===== src/rtl/cordic_sincos.sv =====
// Iterative rotation-mode CORDIC: sine and cosine of a signed Q2.16 angle.
// One micro-rotation per clock; the angle is folded into [-pi/2, pi/2] at
// load and the result is negated back at the end when the fold was taken.
module cordic_sincos #(
  parameter int ITERATIONS = 16
) (
  input  logic        clk,
  input  logic        rst_n,
  input  logic        start,
  input  logic [17:0] angle_in,
  output logic        busy,
  output logic        done,
  output logic [17:0] cos_out,
  output logic [17:0] sin_out
);

  localparam logic signed [19:0] PI_Q      = 20'sd205887;
  localparam logic signed [19:0] HALF_PI_Q = 20'sd102944;
  localparam logic signed [19:0] K_INIT    = 20'sd39797;
  localparam logic [3:0]         LAST_ITER = 4'(ITERATIONS - 1);

  typedef enum logic {
    IDLE   = 1'b0,
    ROTATE = 1'b1
  } state_t;

  // arctangent table, atan(2^-i) in Q2.16
  function automatic logic signed [19:0] atan_rom(input logic [3:0] idx);
    logic signed [19:0] v;
    case (idx)
      4'd0:    v = 20'sd51472;
      4'd1:    v = 20'sd30386;
      4'd2:    v = 20'sd16055;
      4'd3:    v = 20'sd8150;
      4'd4:    v = 20'sd4091;
      4'd5:    v = 20'sd2047;
      4'd6:    v = 20'sd1024;
      4'd7:    v = 20'sd512;
      4'd8:    v = 20'sd256;
      4'd9:    v = 20'sd128;
      4'd10:   v = 20'sd64;
      4'd11:   v = 20'sd32;
      4'd12:   v = 20'sd16;
      4'd13:   v = 20'sd8;
      4'd14:   v = 20'sd4;
      4'd15:   v = 20'sd2;
      default: v = 20'sd0;
    endcase
    return v;
  endfunction

  // clamp a 20-bit internal value into the 18-bit output range
  function automatic logic [17:0] sat18(input logic signed [19:0] v);
    logic [17:0] r;
    if (v > 20'sd131071) begin
      r = 18'h1FFFF;
    end else if (v < -20'sd131072) begin
      r = 18'h20000;
    end else begin
      r = v[17:0];
    end
    return r;
  endfunction

  state_t             state_r, state_s;
  logic signed [19:0] x_r, y_r, z_r;
  logic [3:0]         cnt_r;
  logic               neg_r;

  logic signed [19:0] angle_ext_s, z0_s;
  logic               neg0_s;
  logic signed [19:0] x_sh_s, y_sh_s, atan_s;
  logic signed [19:0] x_nx_s, y_nx_s, z_nx_s;
  logic signed [19:0] x_fin_s, y_fin_s;
  logic               last_s;

  assign last_s = (cnt_r == LAST_ITER);

  // next-state logic: IDLE waits for start, ROTATE runs until the last iteration
  always_comb begin
    state_s = state_r;
    case (state_r)
      IDLE: begin
        if (start) begin
          state_s = ROTATE;
        end else begin
          state_s = IDLE;
        end
      end
      ROTATE: begin
        if (last_s) begin
          state_s = IDLE;
        end else begin
          state_s = ROTATE;
        end
      end
      default: state_s = IDLE;
    endcase
  end

  // quadrant fold of the incoming angle into the CORDIC convergence range
  always_comb begin
    angle_ext_s = {{2{angle_in[17]}}, angle_in};
    z0_s        = angle_ext_s;
    neg0_s      = 1'b0;
    if (angle_ext_s > HALF_PI_Q) begin
      z0_s   = angle_ext_s - PI_Q;
      neg0_s = 1'b1;
    end else if (angle_ext_s < -HALF_PI_Q) begin
      z0_s   = angle_ext_s + PI_Q;
      neg0_s = 1'b1;
    end else begin
      z0_s   = angle_ext_s;
      neg0_s = 1'b0;
    end
  end

  // one micro-rotation, direction chosen by the sign of the residual angle
  always_comb begin
    x_sh_s = x_r >>> cnt_r;
    y_sh_s = y_r >>> cnt_r;
    atan_s = atan_rom(cnt_r);
    x_nx_s = x_r;
    y_nx_s = y_r;
    z_nx_s = z_r;
    if (!z_r[19]) begin
      x_nx_s = x_r - y_sh_s;
      y_nx_s = y_r + x_sh_s;
      z_nx_s = z_r - atan_s;
    end else begin
      x_nx_s = x_r + y_sh_s;
      y_nx_s = y_r - x_sh_s;
      z_nx_s = z_r + atan_s;
    end
    if (neg_r) begin
      x_fin_s = -x_nx_s;
      y_fin_s = -y_nx_s;
    end else begin
      x_fin_s = x_nx_s;
      y_fin_s = y_nx_s;
    end
  end

  // state, datapath and registered outputs
  always_ff @(posedge clk) begin
    if (!rst_n) begin
      state_r <= IDLE;
      x_r     <= 20'sd0;
      y_r     <= 20'sd0;
      z_r     <= 20'sd0;
      cnt_r   <= 4'd0;
      neg_r   <= 1'b0;
      busy    <= 1'b0;
      done    <= 1'b0;
      cos_out <= 18'd0;
      sin_out <= 18'd0;
    end else begin
      state_r <= state_s;
      done    <= 1'b0;
      case (state_r)
        IDLE: begin
          if (start) begin
            x_r   <= K_INIT;
            y_r   <= 20'sd0;
            z_r   <= z0_s;
            neg_r <= neg0_s;
            cnt_r <= 4'd0;
            busy  <= 1'b1;
          end else begin
            busy  <= 1'b0;
          end
        end
        ROTATE: begin
          x_r <= x_nx_s;
          y_r <= y_nx_s;
          z_r <= z_nx_s;
          if (last_s) begin
            cnt_r   <= 4'd0;
            busy    <= 1'b0;
            done    <= 1'b1;
            cos_out <= sat18(x_fin_s);
            sin_out <= sat18(y_fin_s);
          end else begin
            cnt_r   <= cnt_r + 4'd1;
            busy    <= 1'b1;
          end
        end
        default: begin
          busy <= 1'b0;
        end
      endcase
    end
  end

endmodule

===== config.mk =====
export PLATFORM = sky130hd
export DESIGN_NAME = cordic_sincos
export DESIGN_NICKNAME = d
export VERILOG_FILES = /design/src/rtl/cordic_sincos.sv
export SDC_FILE = /design/constraint.sdc
export NUM_CORES = 1
export LEC_CHECK = 0
export CAP_MARGIN = 40
export CORE_MARGIN = 5
export CORE_UTILIZATION = 63
export CTS_CLUSTER_DIAMETER = 50
export DETAILED_ROUTE_END_ITERATION = 16
export PLACE_DENSITY = 0.83
export SLEW_MARGIN = 25
export SYNTH_ARGS = -nofsm -noshare
export SYNTH_HDL_FRONTEND = slang
export SYNTH_SLANG_ARGS = --single-unit

===== constraint.sdc =====
create_clock -name clk -period 7.9 [get_ports clk]
set_clock_uncertainty 0.15 [all_clocks]
set_input_delay 1.185 -clock clk [delete_from_list [all_inputs] [get_ports clk]]
set_output_delay 1.185 -clock clk [all_outputs]
set_load 0.005 [all_outputs]

==> flow_metrics.env, run 1 <==
export IMPL_status="complete, no violations"
export IMPL_num_antenna_cells=0
export IMPL_fin_cells=1907
export IMPL_synthAdderAreaFrac=0.07638
export IMPL_fin_crit_sh=0.9112
export IMPL_synthTopCellsByArea="dfxtp_1 (19%), ha_1 (7.2%), mux4_2 (5.8%)"
export IMPL_wirelength_mm=37.43
export IMPL_critPathMaxStageDelay_ns=0.73
export IMPL_reg2regPathDepth=23
export IMPL_dr_pass1_iters=8
export IMPL_grt_total_usage=0.3078
export IMPL_critical_path_peak_fanout=18
export IMPL_syn_num_nets=1723
export IMPL_r2r_start="cnt_r[3]"
export IMPL_overflow=0
export IMPL_rsz0062_at_grt="false"
export IMPL_yosysTopAreaCell="dfxtp_1"
export IMPL_fin_util=0.6998
export IMPL_tightest_slew_ns=0.7383
export IMPL_ioPinCount=59
export IMPL_cp_required_ns=8.13
export IMPL_grt_pass1_wl_mm=59.84
export IMPL_fmax_mhz=138.9
export IMPL_row_count=52
export IMPL_numPortBuffers=58
export IMPL_fin_tns_setup_ns=0
export IMPL_synth_yosys_seq_area_share=0.1869
export IMPL_ys_types=91
export IMPL_wl_per_cell_um=19.63
export IMPL_synth_compound_area_share=0.2576
export IMPL_cts_max_level=4
export IMPL_cts_buffer_depth=2
export IMPL_slew_headroom=0.5040
export IMPL_r2r_end="cos_out[0]"
export IMPL_ys_warn_count=0
export IMPL_r2r_setup_slack_ns=0.70
export IMPL_path_buf_inv=2
export IMPL_cap_violations=0
export IMPL_die_area_um2=23170
export IMPL_post_cts_buffers=0
export IMPL_crit_family="simple AND/OR/NAND/NOR gates"
export IMPL_syn_inst=1626
export IMPL_drt_drc_violations_left=0
export IMPL_power_density_nw_per_um2=472.3
export IMPL_clkLatencyLatePin_ns=0.44
export IMPL_cts_tree="yes"
export IMPL_critical_path_class="flop to flop"
export IMPL_final_max_slew_viol_count=0
export IMPL_antenna_left=0
export IMPL_hpwl_mm=27.37
export IMPL_dieHeight_um=152.2
export IMPL_fin_nets=1721
export IMPL_hold_path_depth=2
export IMPL_synth_area_um2=12740
export IMPL_final_setup_viol_count=0
export IMPL_crit_chain="inv_1 > mux2_2 > o21ai_0 > nand2_1 > o21ai_0 > inv_1 > ha_1 > o211a_1 > nor3b_1 > nor2_1 > xnor2_1 > ha_1 > and4_1 > o21ai_0 > a21oi_1 > o21ai_1 > xnor2_1 > or3_1 > or3_1 > or4_1 > a21oi_2 > a311o_1 > o221a_2"
export IMPL_cp_arrival_ns=7.43
export IMPL_cts_sinks=119
export IMPL_drt_iter0_drc=1197
export IMPL_start_util=0.6339
export IMPL_wl_met1_mm=15.00
export IMPL_numPlacedInstances=1873
export IMPL_hold_path_startpoint="sin_out[17]"
export IMPL_ys_ff_latch=119
export IMPL_root_buffer="clkbuf_16"
export IMPL_gp_congestion=0.9820
export IMPL_avgViaCountPerCell=6.712
export IMPL_clk_pin_slew_ns=0.06
export IMPL_leakagePower_nw=5.689
export IMPL_avgSynthCellArea_um2=7.838
export IMPL_peakVddDrop_v=0.0003550
export IMPL_endpoint_kind="flop"
export IMPL_cts_made_buffers=17
export IMPL_syn2layout_area_growth_pct=10.39
export IMPL_multi_input_area_um2=9722
export IMPL_min_to="sin_out[17]"
export IMPL_regArea_um2=2389
export IMPL_async_flop_share=0
export IMPL_cts_resized_gates=0
export IMPL_route_met3_wl_mm=3.217
export IMPL_grt_max_degree=58
export IMPL_power_w=0.006644
export IMPL_slowest_stage="dfxtp_1"
export IMPL_antenna_found_initial=0
export IMPL_crit_top_cell="o21ai_0"
export IMPL_layout_drive_gt1_share=0.1014
export IMPL_ys_flop_type="dfxtp_1"
export IMPL_met2WireLength_mm=17.41
export IMPL_via_count=12800
export IMPL_top_layer_used="met4"
export IMPL_core_area_um2=20100
export IMPL_hold_path_class="flop to flop"
export IMPL_netlist_area_leader_share=0.1869
export IMPL_synth_top_family_by_area="compound AO/OA/AOI/OAI gates"
export IMPL_period_needed_ns=7.198
export IMPL_synth_xor_area_frac=0.09611
export IMPL_synth_edf_count=0
export IMPL_finalHoldViolCount=0
export IMPL_die_width_um=152.2
export IMPL_synthMuxAreaShare=0.1104
export IMPL_grt_pass1_vias=11950
export IMPL_ctsHoldBuffers=0
export IMPL_synth_simple_gate_area_frac=0.2221
export IMPL_fillCellCount=1647
export IMPL_critPathLaunchType="flop"
-- cell families (layout without fill, tap and decap cells) --
family	count (synthesis)	after routing
AOI/OAI and AO/OA	476	476
xor gates and xnor gates	136	136
adders and majority gates	76	76
buffers and inverters	154	165
DFF	119	119
muxes	95	95
and+or+nand+nor	570	570
-- worst register-to-register path: cells and delay by family (launching register included) --
family	cells	cell delay (ns)
flip-flops	1	0.73
multiplexers	1	0.39
adder cells (fa/ha/maj)	2	0.65
AND/OR/NAND/NOR	7	2.24
XOR/XNOR	2	0.35
buffers and inverters	2	0.58
AO/OA/AOI/OAI	9	2.07
-- placed cells by master (no fill, tap or decap), types with 36 or more instances in the layout --
master and count:
and3_1 44, nor2_1 166, nand2_1 124, a21oi_1 141, nor3_1 73, xnor2_1 54
ha_1 73, inv_1 45, mux2i_1 36, xor2_1 80, o21ai_0 73, dfxtp_1 116
clkdlybuf4s50_1 57
-- Yosys cell counts (6+ instances only) --
cell and instances:
xor2_1 80, a21o_1 19, o221a_1 20, a211oi_1 22, o31a_1 6, nor2_1 167
nor4_1 15, o21a_1 21, a31oi_1 28, and2_1 14, buf_2 10, o21ai_0 73
or3_1 14, mux2_2 25, o21bai_1 6, nand3_1 21, ha_1 73, o22ai_1 8
a221oi_1 10, o221a_2 15, nor2b_1 12, or2_2 9, nand2b_1 26, mux4_2 33
o211a_1 6, o211ai_1 17, inv_1 46, nand4_1 8, nor3_1 73, mux2i_1 36
xnor2_1 54, or4_1 11, a22oi_1 7, and3_1 44, a21oi_1 141, dfxtp_1 119
buf_1 17, nand2_1 124, o31ai_1 18, clkbuf_1 70
-- worst max path at each step --
stage,start,depth (start not counted),slack (ns),end
global route,cnt_r[3],23,0.20,cos_out[5]
floorplan,cnt_r[0],29,1.50,cos_out[10]
global placement,cnt_r[0],20,0.74,sin_out[2]
finish,cnt_r[3],23,0.70,cos_out[0]
CTS,cnt_r[0],20,0.57,cos_out[0]
detailed placement,cnt_r[0],20,0.61,cos_out[14]
-- state kept, by name (all words and copies together), names as in the netlist --
| signal | flops |
|---|---|
| x_r | 20 |
| y_r | 20 |
| z_r | 20 |
| cos_out | 18 |
| sin_out | 18 |
| atan_s | 16 |
| cnt_r | 4 |
| done | 1 |
| neg_r | 1 |
| state_r | 1 |
-- layout make-up --
| type | count | share of cell area |
|---|---|---|
| Tap cell | 270 | 0.02401 |
| Clock buffer | 18 | 0.03122 |
| Inverter | 48 | 0.01281 |
| Timing Repair Buffer | 85 | 0.05710 |
| Clock inverter | 14 | 0.01405 |
| Sequential cell | 119 | 0.1698 |
| Multi-Input combinational cell | 1353 | 0.6910 |
-- layer usage --
| layer | track usage | up-vias |
|---|---|---|
| met5 | 0 | - |
| met2 | 0.5106 | 608 |
| li1 | - | 6067 |
| met3 | 0.07498 | 139 |
| met1 | 0.3778 | 5986 |
| met4 | 0.1426 | 0 |
-- report_power, final --
part,total (W),internal (W),switching (W),leakage (nW)
Clock,0.000851,0.000538,0.000313,0.307
Combinational,0.00490,0.00192,0.00299,4.41
Sequential,0.000889,0.000690,0.000200,0.974
-- metrics by stage --
step                      setup WS, ns  instance area, um2  hold slack, ns
after global placement          0.7416               13380          0.2986
after CTS                       0.5742               14040          0.3083
after detailed placement        0.6053               13400          0.3022
after floorplan                  1.504               12740          0.2982
final                           0.7017               14070          0.3088
after global routing            0.2014               14070          0.3640
Power figures use the tool's default switching activity.
==> inputs of run 2 (changes only) <==
Settings changed: CORE_UTILIZATION 63 to 42, PLACE_DENSITY 0.83 to unset.
==> flow_metrics.env, run 2 (same netlist as run 1, synthesis figures left out) <==
export IMPL_antenna_found_initial=0
export IMPL_fillCellCount=2953
export IMPL_fmax_mhz=140.7
export IMPL_cap_violations=0
export IMPL_crit_family="simple AND/OR/NAND/NOR gates"
export IMPL_grt_pass1_wl_mm=61.82
export IMPL_layout_common_cells="nor2_1 (166), a21oi_1 (141), nand2_1 (124)"
export IMPL_hold_path_class="flop to flop"
export IMPL_grt_pass1_vias=11720
export IMPL_pre_cts_slack_ns=0.5776
export IMPL_antenna_left=0
export IMPL_wirelength_mm=38.24
export IMPL_final_common_cell="nor2_1"
export IMPL_cts_made_buffers=17
export IMPL_fin_tns_setup_ns=0
export IMPL_cts_sinks=119
export IMPL_cts_tree="yes"
export IMPL_cp_required_ns=8.12
export IMPL_cts_resized_gates=0
export IMPL_rsz0062_at_grt="false"
export IMPL_tightest_slew_ns=0.7555
export IMPL_power_density_nw_per_um2=456.2
export IMPL_overflow=0
export IMPL_peakVddDrop_v=0.0002771
export IMPL_cts_max_level=4
export IMPL_reg_largest_list="x_r (20), y_r (20), z_r (20)"
export IMPL_slowest_stage="dfxtp_4"
export IMPL_ioPinCount=59
export IMPL_root_buffer="clkbuf_16"
export IMPL_critPathMaxStageDelay_ns=0.63
export IMPL_row_count=63
export IMPL_clk_pin_slew_ns=0.06
export IMPL_crit_chain="mux4_2 > mux2_2 > a221o_1 > nor3_2 > o211a_1 > nor3b_1 > nor2_1 > xnor2_1 > ha_1 > and4_1 > o21ai_0 > a21oi_1 > o21ai_1 > xnor2_1 > or3_1 > or3_1 > or4_1 > a21oi_2 > a311o_1 > o221a_2"
export IMPL_fin_nets=1724
export IMPL_dieHeight_um=184.2
export IMPL_critPathLaunchType="flop"
export IMPL_critical_path_class="flop to flop"
export IMPL_drt_iter0_drc=902
export IMPL_syn2layout_area_growth_pct=11.30
export IMPL_num_antenna_cells=0
export IMPL_finalHoldViolCount=0
export IMPL_grt_max_degree=58
export IMPL_endpoint_kind="flop"
export IMPL_numPortBuffers=58
export IMPL_status="complete, no violations"
export IMPL_layout_drive_gt1_share=0.1037
export IMPL_cts_buffer_depth=2
export IMPL_gp_congestion=0.9378
export IMPL_grt_total_usage=0.2209
export IMPL_die_area_um2=33930
export IMPL_critical_path_peak_fanout=25
export IMPL_via_count=12450
export IMPL_drt_drc_violations_left=0
export IMPL_clkLatencyLatePin_ns=0.43
export IMPL_hpwl_mm=28.63
export IMPL_fin_crit_sh=0.8999
export IMPL_final_setup_viol_count=0
export IMPL_die_width_um=184.2
export IMPL_start_util=0.4277
export IMPL_slew_headroom=0.4925
export IMPL_path_buf_inv=0
export IMPL_final_max_slew_viol_count=0
export IMPL_core_area_um2=29800
export IMPL_fin_ws_ns=0.7911
export IMPL_wl_per_cell_um=18.84
export IMPL_period_needed_ns=7.109
export IMPL_final_cell_area_um2=14180
export IMPL_place_area_um2=13610
export IMPL_dr_pass1_iters=5
export IMPL_leakagePower_nw=5.673
export IMPL_avgViaCountPerCell=6.133
export IMPL_cp_arrival_ns=7.33
## run 2: changes by cell type in the layout (fill, tap and decap cells not counted), sizes merged
| cell | change |
|---|---|
| inv | +1 |
| bufinv | -4 |
| clkinvlp | +1 |
| clkinv | +1 |
| clkbuf | +1 |
| buf | +3 |
## run 2: worst paths after layout
path,start,to,slack [ns],cells past startpoint
hold reg to reg,sin_out[17],sin_out[17],0.30,2
setup reg to reg,cnt_r[0],cos_out[2],0.79,20
setup / recovery,cnt_r[0],cos_out[2],0.79,20
hold / removal,sin_out[17],sin_out[17],0.30,2
## run 2: stage by stage
step                      hold slack [ns]  power (W)    util  cells
after CTS                          0.3051   0.006416  0.4751   2028
after global routing               0.3282   0.007029  0.4761   2030
after detailed placement           0.2967   0.005656  0.4566   1996
after floorplan                    0.2982   0.004533       -   1626
after global placement             0.2918   0.005625  0.4544   1992
final                              0.3015   0.006470  0.4761   2030
## run 2: what timing repair did
item,in CTS,in global routing
buffers inserted,0,1
hold buffers,0,0
setup endpoints to repair,0,13
## run 2: cell type report
cell class	count	area, um2	area share
Clock inverter	13	98.84	0.006968
Clock buffer	19	452.9	0.03193
Multi-Input combinational cell	1353	9727	0.6857
Timing Repair Buffer	88	849.6	0.05989
Inverter	48	180.2	0.01270
Tap cell	390	488.0	0.03440
Sequential cell	119	2389	0.1684
## run 2: worst min-delay path: cells and delay by family (launching register included)
family / cells / cell delay [ns]
AO/OA/AOI/OAI: 1 / 0.05
flip-flops: 1 / 0.31
AND/OR/NAND/NOR: 1 / 0.05
## run 2: per-layer routing
metal / vias up / GRT usage / wire (um)
li1: 6073 / - / -
met1: 5929 / 0.2933 / 17170
met2: 384 / 0.3725 / 17800
met3: 64 / 0.02960 / 2129
met4: 0 / 0.07039 / 1139
met5: - / 0 / 0
## run 2: power breakdown
| group | internal, W | switching [W] |
|---|---|---|
| clock | 0.000420 | 0.000319 |
| sequential | 0.000689 | 0.000188 |
| combinational | 0.00193 | 0.00293 |
==> inputs of run 3 (changes only) <==
Settings changed: CAP_MARGIN 40 to unset, PLACE_DENSITY_LB_ADDON set to 0.25.
==> flow_metrics.env, run 3 (same netlist as run 1, synthesis figures left out) <==
export IMPL_reg_largest_list="x_r (20), y_r (20), z_r (20)"
export IMPL_clk_pin_slew_ns=0.06
export IMPL_gp_congestion=0.9308
export IMPL_clockPowerShare=0.128
export IMPL_cp_arrival_ns=7.57
export IMPL_numPortBuffers=58
export IMPL_wl_per_cell_um=18.52
export IMPL_multi_input_area_um2=9727
export IMPL_crit_chain="mux4_2 > mux2_2 > a221o_1 > nor3_2 > o211a_1 > nor3b_1 > nor2_1 > xnor2_1 > ha_1 > and4_1 > o21ai_0 > a21oi_1 > o21ai_1 > xnor2_1 > or3_1 > or3_1 > or4_1 > a21oi_2 > a311o_1 > o221a_2"
export IMPL_crit_family="compound AO/OA/AOI/OAI gates"
export IMPL_ctsHoldBuffers=0
export IMPL_layout_common_cells="nor2_1 (166), a21oi_1 (141), nand2_1 (124)"
export IMPL_num_antenna_cells=0
export IMPL_via_count=12390
export IMPL_swShare=0.5195
export IMPL_final_setup_viol_count=0
export IMPL_cts_made_buffers=17
export IMPL_die_area_um2=33930
export IMPL_core_area_um2=29800
export IMPL_cts_tree="yes"
export IMPL_final_max_slew_viol_count=0
export IMPL_sequentialPowerShare=0.139
export IMPL_overflow=0
export IMPL_fillCellCount=2911
export IMPL_fin_tns_setup_ns=0
export IMPL_power_w=0.006457
export IMPL_antenna_left=0
export IMPL_p_int_w=0.003103
export IMPL_hpwl_mm=27.82
export IMPL_fin_nets=1714
export IMPL_power_density_nw_per_um2=457.3
export IMPL_status="complete, no violations"
export IMPL_grt_max_degree=76
export IMPL_fmax_mhz=136.0
export IMPL_clkLatencyLatePin_ns=0.44
export IMPL_antenna_found_initial=0
export IMPL_slowest_stage="dfxtp_4"
export IMPL_leakagePower_nw=5.637
export IMPL_critPathLaunchType="flop"
export IMPL_dieHeight_um=184.2
export IMPL_grt_pass1_wl_mm=60.93
export IMPL_start_util=0.4277
export IMPL_cts_max_level=4
export IMPL_cp_required_ns=8.12
export IMPL_root_buffer="clkbuf_16"
export IMPL_ioPinCount=59
export IMPL_rsz0062_at_grt="false"
export IMPL_hold_path_class="flop to flop"
export IMPL_pre_cts_slack_ns=0.6142
export IMPL_period_needed_ns=7.350
export IMPL_fin_crit_sh=0.9304
export IMPL_dr_pass1_iters=5
export IMPL_layout_drive_gt1_share=0.09816
export IMPL_power_frac_comb=0.733
export IMPL_cts_sinks=119
export IMPL_avgViaCountPerCell=6.135
export IMPL_slew_headroom=0.3758
export IMPL_final_common_cell="nor2_1"
export IMPL_row_count=63
export IMPL_grt_total_usage=0.2184
export IMPL_post_cts_buffers=0
export IMPL_drt_iter0_drc=1074
export IMPL_finalHoldViolCount=0
export IMPL_switchingPower_w=0.003355
export IMPL_critical_path_class="flop to flop"
export IMPL_die_width_um=184.2
export IMPL_cap_violations=0
export IMPL_cts_buffer_depth=2
export IMPL_syn2layout_area_growth_pct=10.81
export IMPL_endpoint_kind="flop"
export IMPL_fin_ws_ns=0.5497
export IMPL_fin_cells=2020
export IMPL_path_buf_inv=0
export IMPL_wirelength_mm=37.41
export IMPL_critPathMaxStageDelay_ns=0.80
export IMPL_grt_pass1_vias=11630
export IMPL_numPlacedInstances=1988
export IMPL_regArea_um2=2389
export IMPL_critical_path_peak_fanout=45
export IMPL_drt_drc_violations_left=0
export IMPL_cts_resized_gates=0
export IMPL_tightest_slew_ns=0.9363
export IMPL_peakVddDrop_v=0.0002750
run 3: changes by cell type in the layout (fill, tap and decap cells not counted), sizes merged:
cell,delta
buf,-9
bufinv,+3
clkbuf,+1
clkdlybuf4s50,-1
clkinvlp,-1
inv,-3
run 3: worst register-to-register path: stages, from the launching register on:
cell and delay (ns):
dfxtp_4 0.80, mux4_2 0.62, mux2_2 0.29, a221o_1 0.43
nor3_2 0.20, o211a_1 0.20, nor3b_1 0.39, nor2_1 0.10
xnor2_1 0.14, ha_1 0.45, and4_1 0.22, o21ai_0 0.07
a21oi_1 0.46, o21ai_1 0.17, xnor2_1 0.19, or3_1 0.45
or3_1 0.40, or4_1 0.56, a21oi_2 0.15, a311o_1 0.55
o221a_2 0.33
run 3: per-stage QoR:
step / instance area [um2] / util / hold WS, ns
3_5_place_dp: 13510 / 0.4534 / 0.2978
2_1_floorplan: 12740 / - / 0.2982
6_report: 14120 / 0.4740 / 0.3012
3_3_place_gp: 13510 / 0.4534 / 0.2913
4_1_cts: 14120 / 0.4740 / 0.3052
5_1_grt: 14120 / 0.4740 / 0.3317
run 3: worst paths after layout:
path	endpoint	from	slack, ns	cells past startpoint
hold / removal	sin_out[17]	sin_out[17]	0.30	2
hold reg to reg	sin_out[17]	sin_out[17]	0.30	2
setup reg to reg	cos_out[3]	cnt_r[0]	0.55	20
setup / recovery	cos_out[3]	cnt_r[0]	0.55	20
run 3: final cells by class:
type                            instances  share of cell area
Tap cell                              390             0.03455
Clock buffer                           20             0.03314
Timing Repair Buffer                   78             0.05121
Clock inverter                         12             0.01045
Sequential cell                       119              0.1691
Inverter                               48             0.01276
Multi-Input combinational cell       1353              0.6888
run 3: power by group through the flow:
| stage | sequential, W | clock, W | combinational [W] |
|---|---|---|---|
| after floorplan | 0.000777 | 0 | 0.00376 |
| after global placement | 0.000902 | 0 | 0.00462 |
| after detailed placement | 0.000900 | 0 | 0.00466 |
| after CTS | 0.000888 | 0.000841 | 0.00468 |
| after global routing | 0.000904 | 0.000867 | 0.00525 |
| final | 0.000898 | 0.000826 | 0.00473 |
run 3: metal layers:
layer | up-vias | routed length, um | global-route usage
met2 | 417 | 17300 | 0.3630
met1 | 5850 | 16880 | 0.2888
li1 | 6058 | - | -
met4 | 0 | 1107 | 0.07838
met3 | 68 | 2115 | 0.03256
met5 | - | 0 | 0
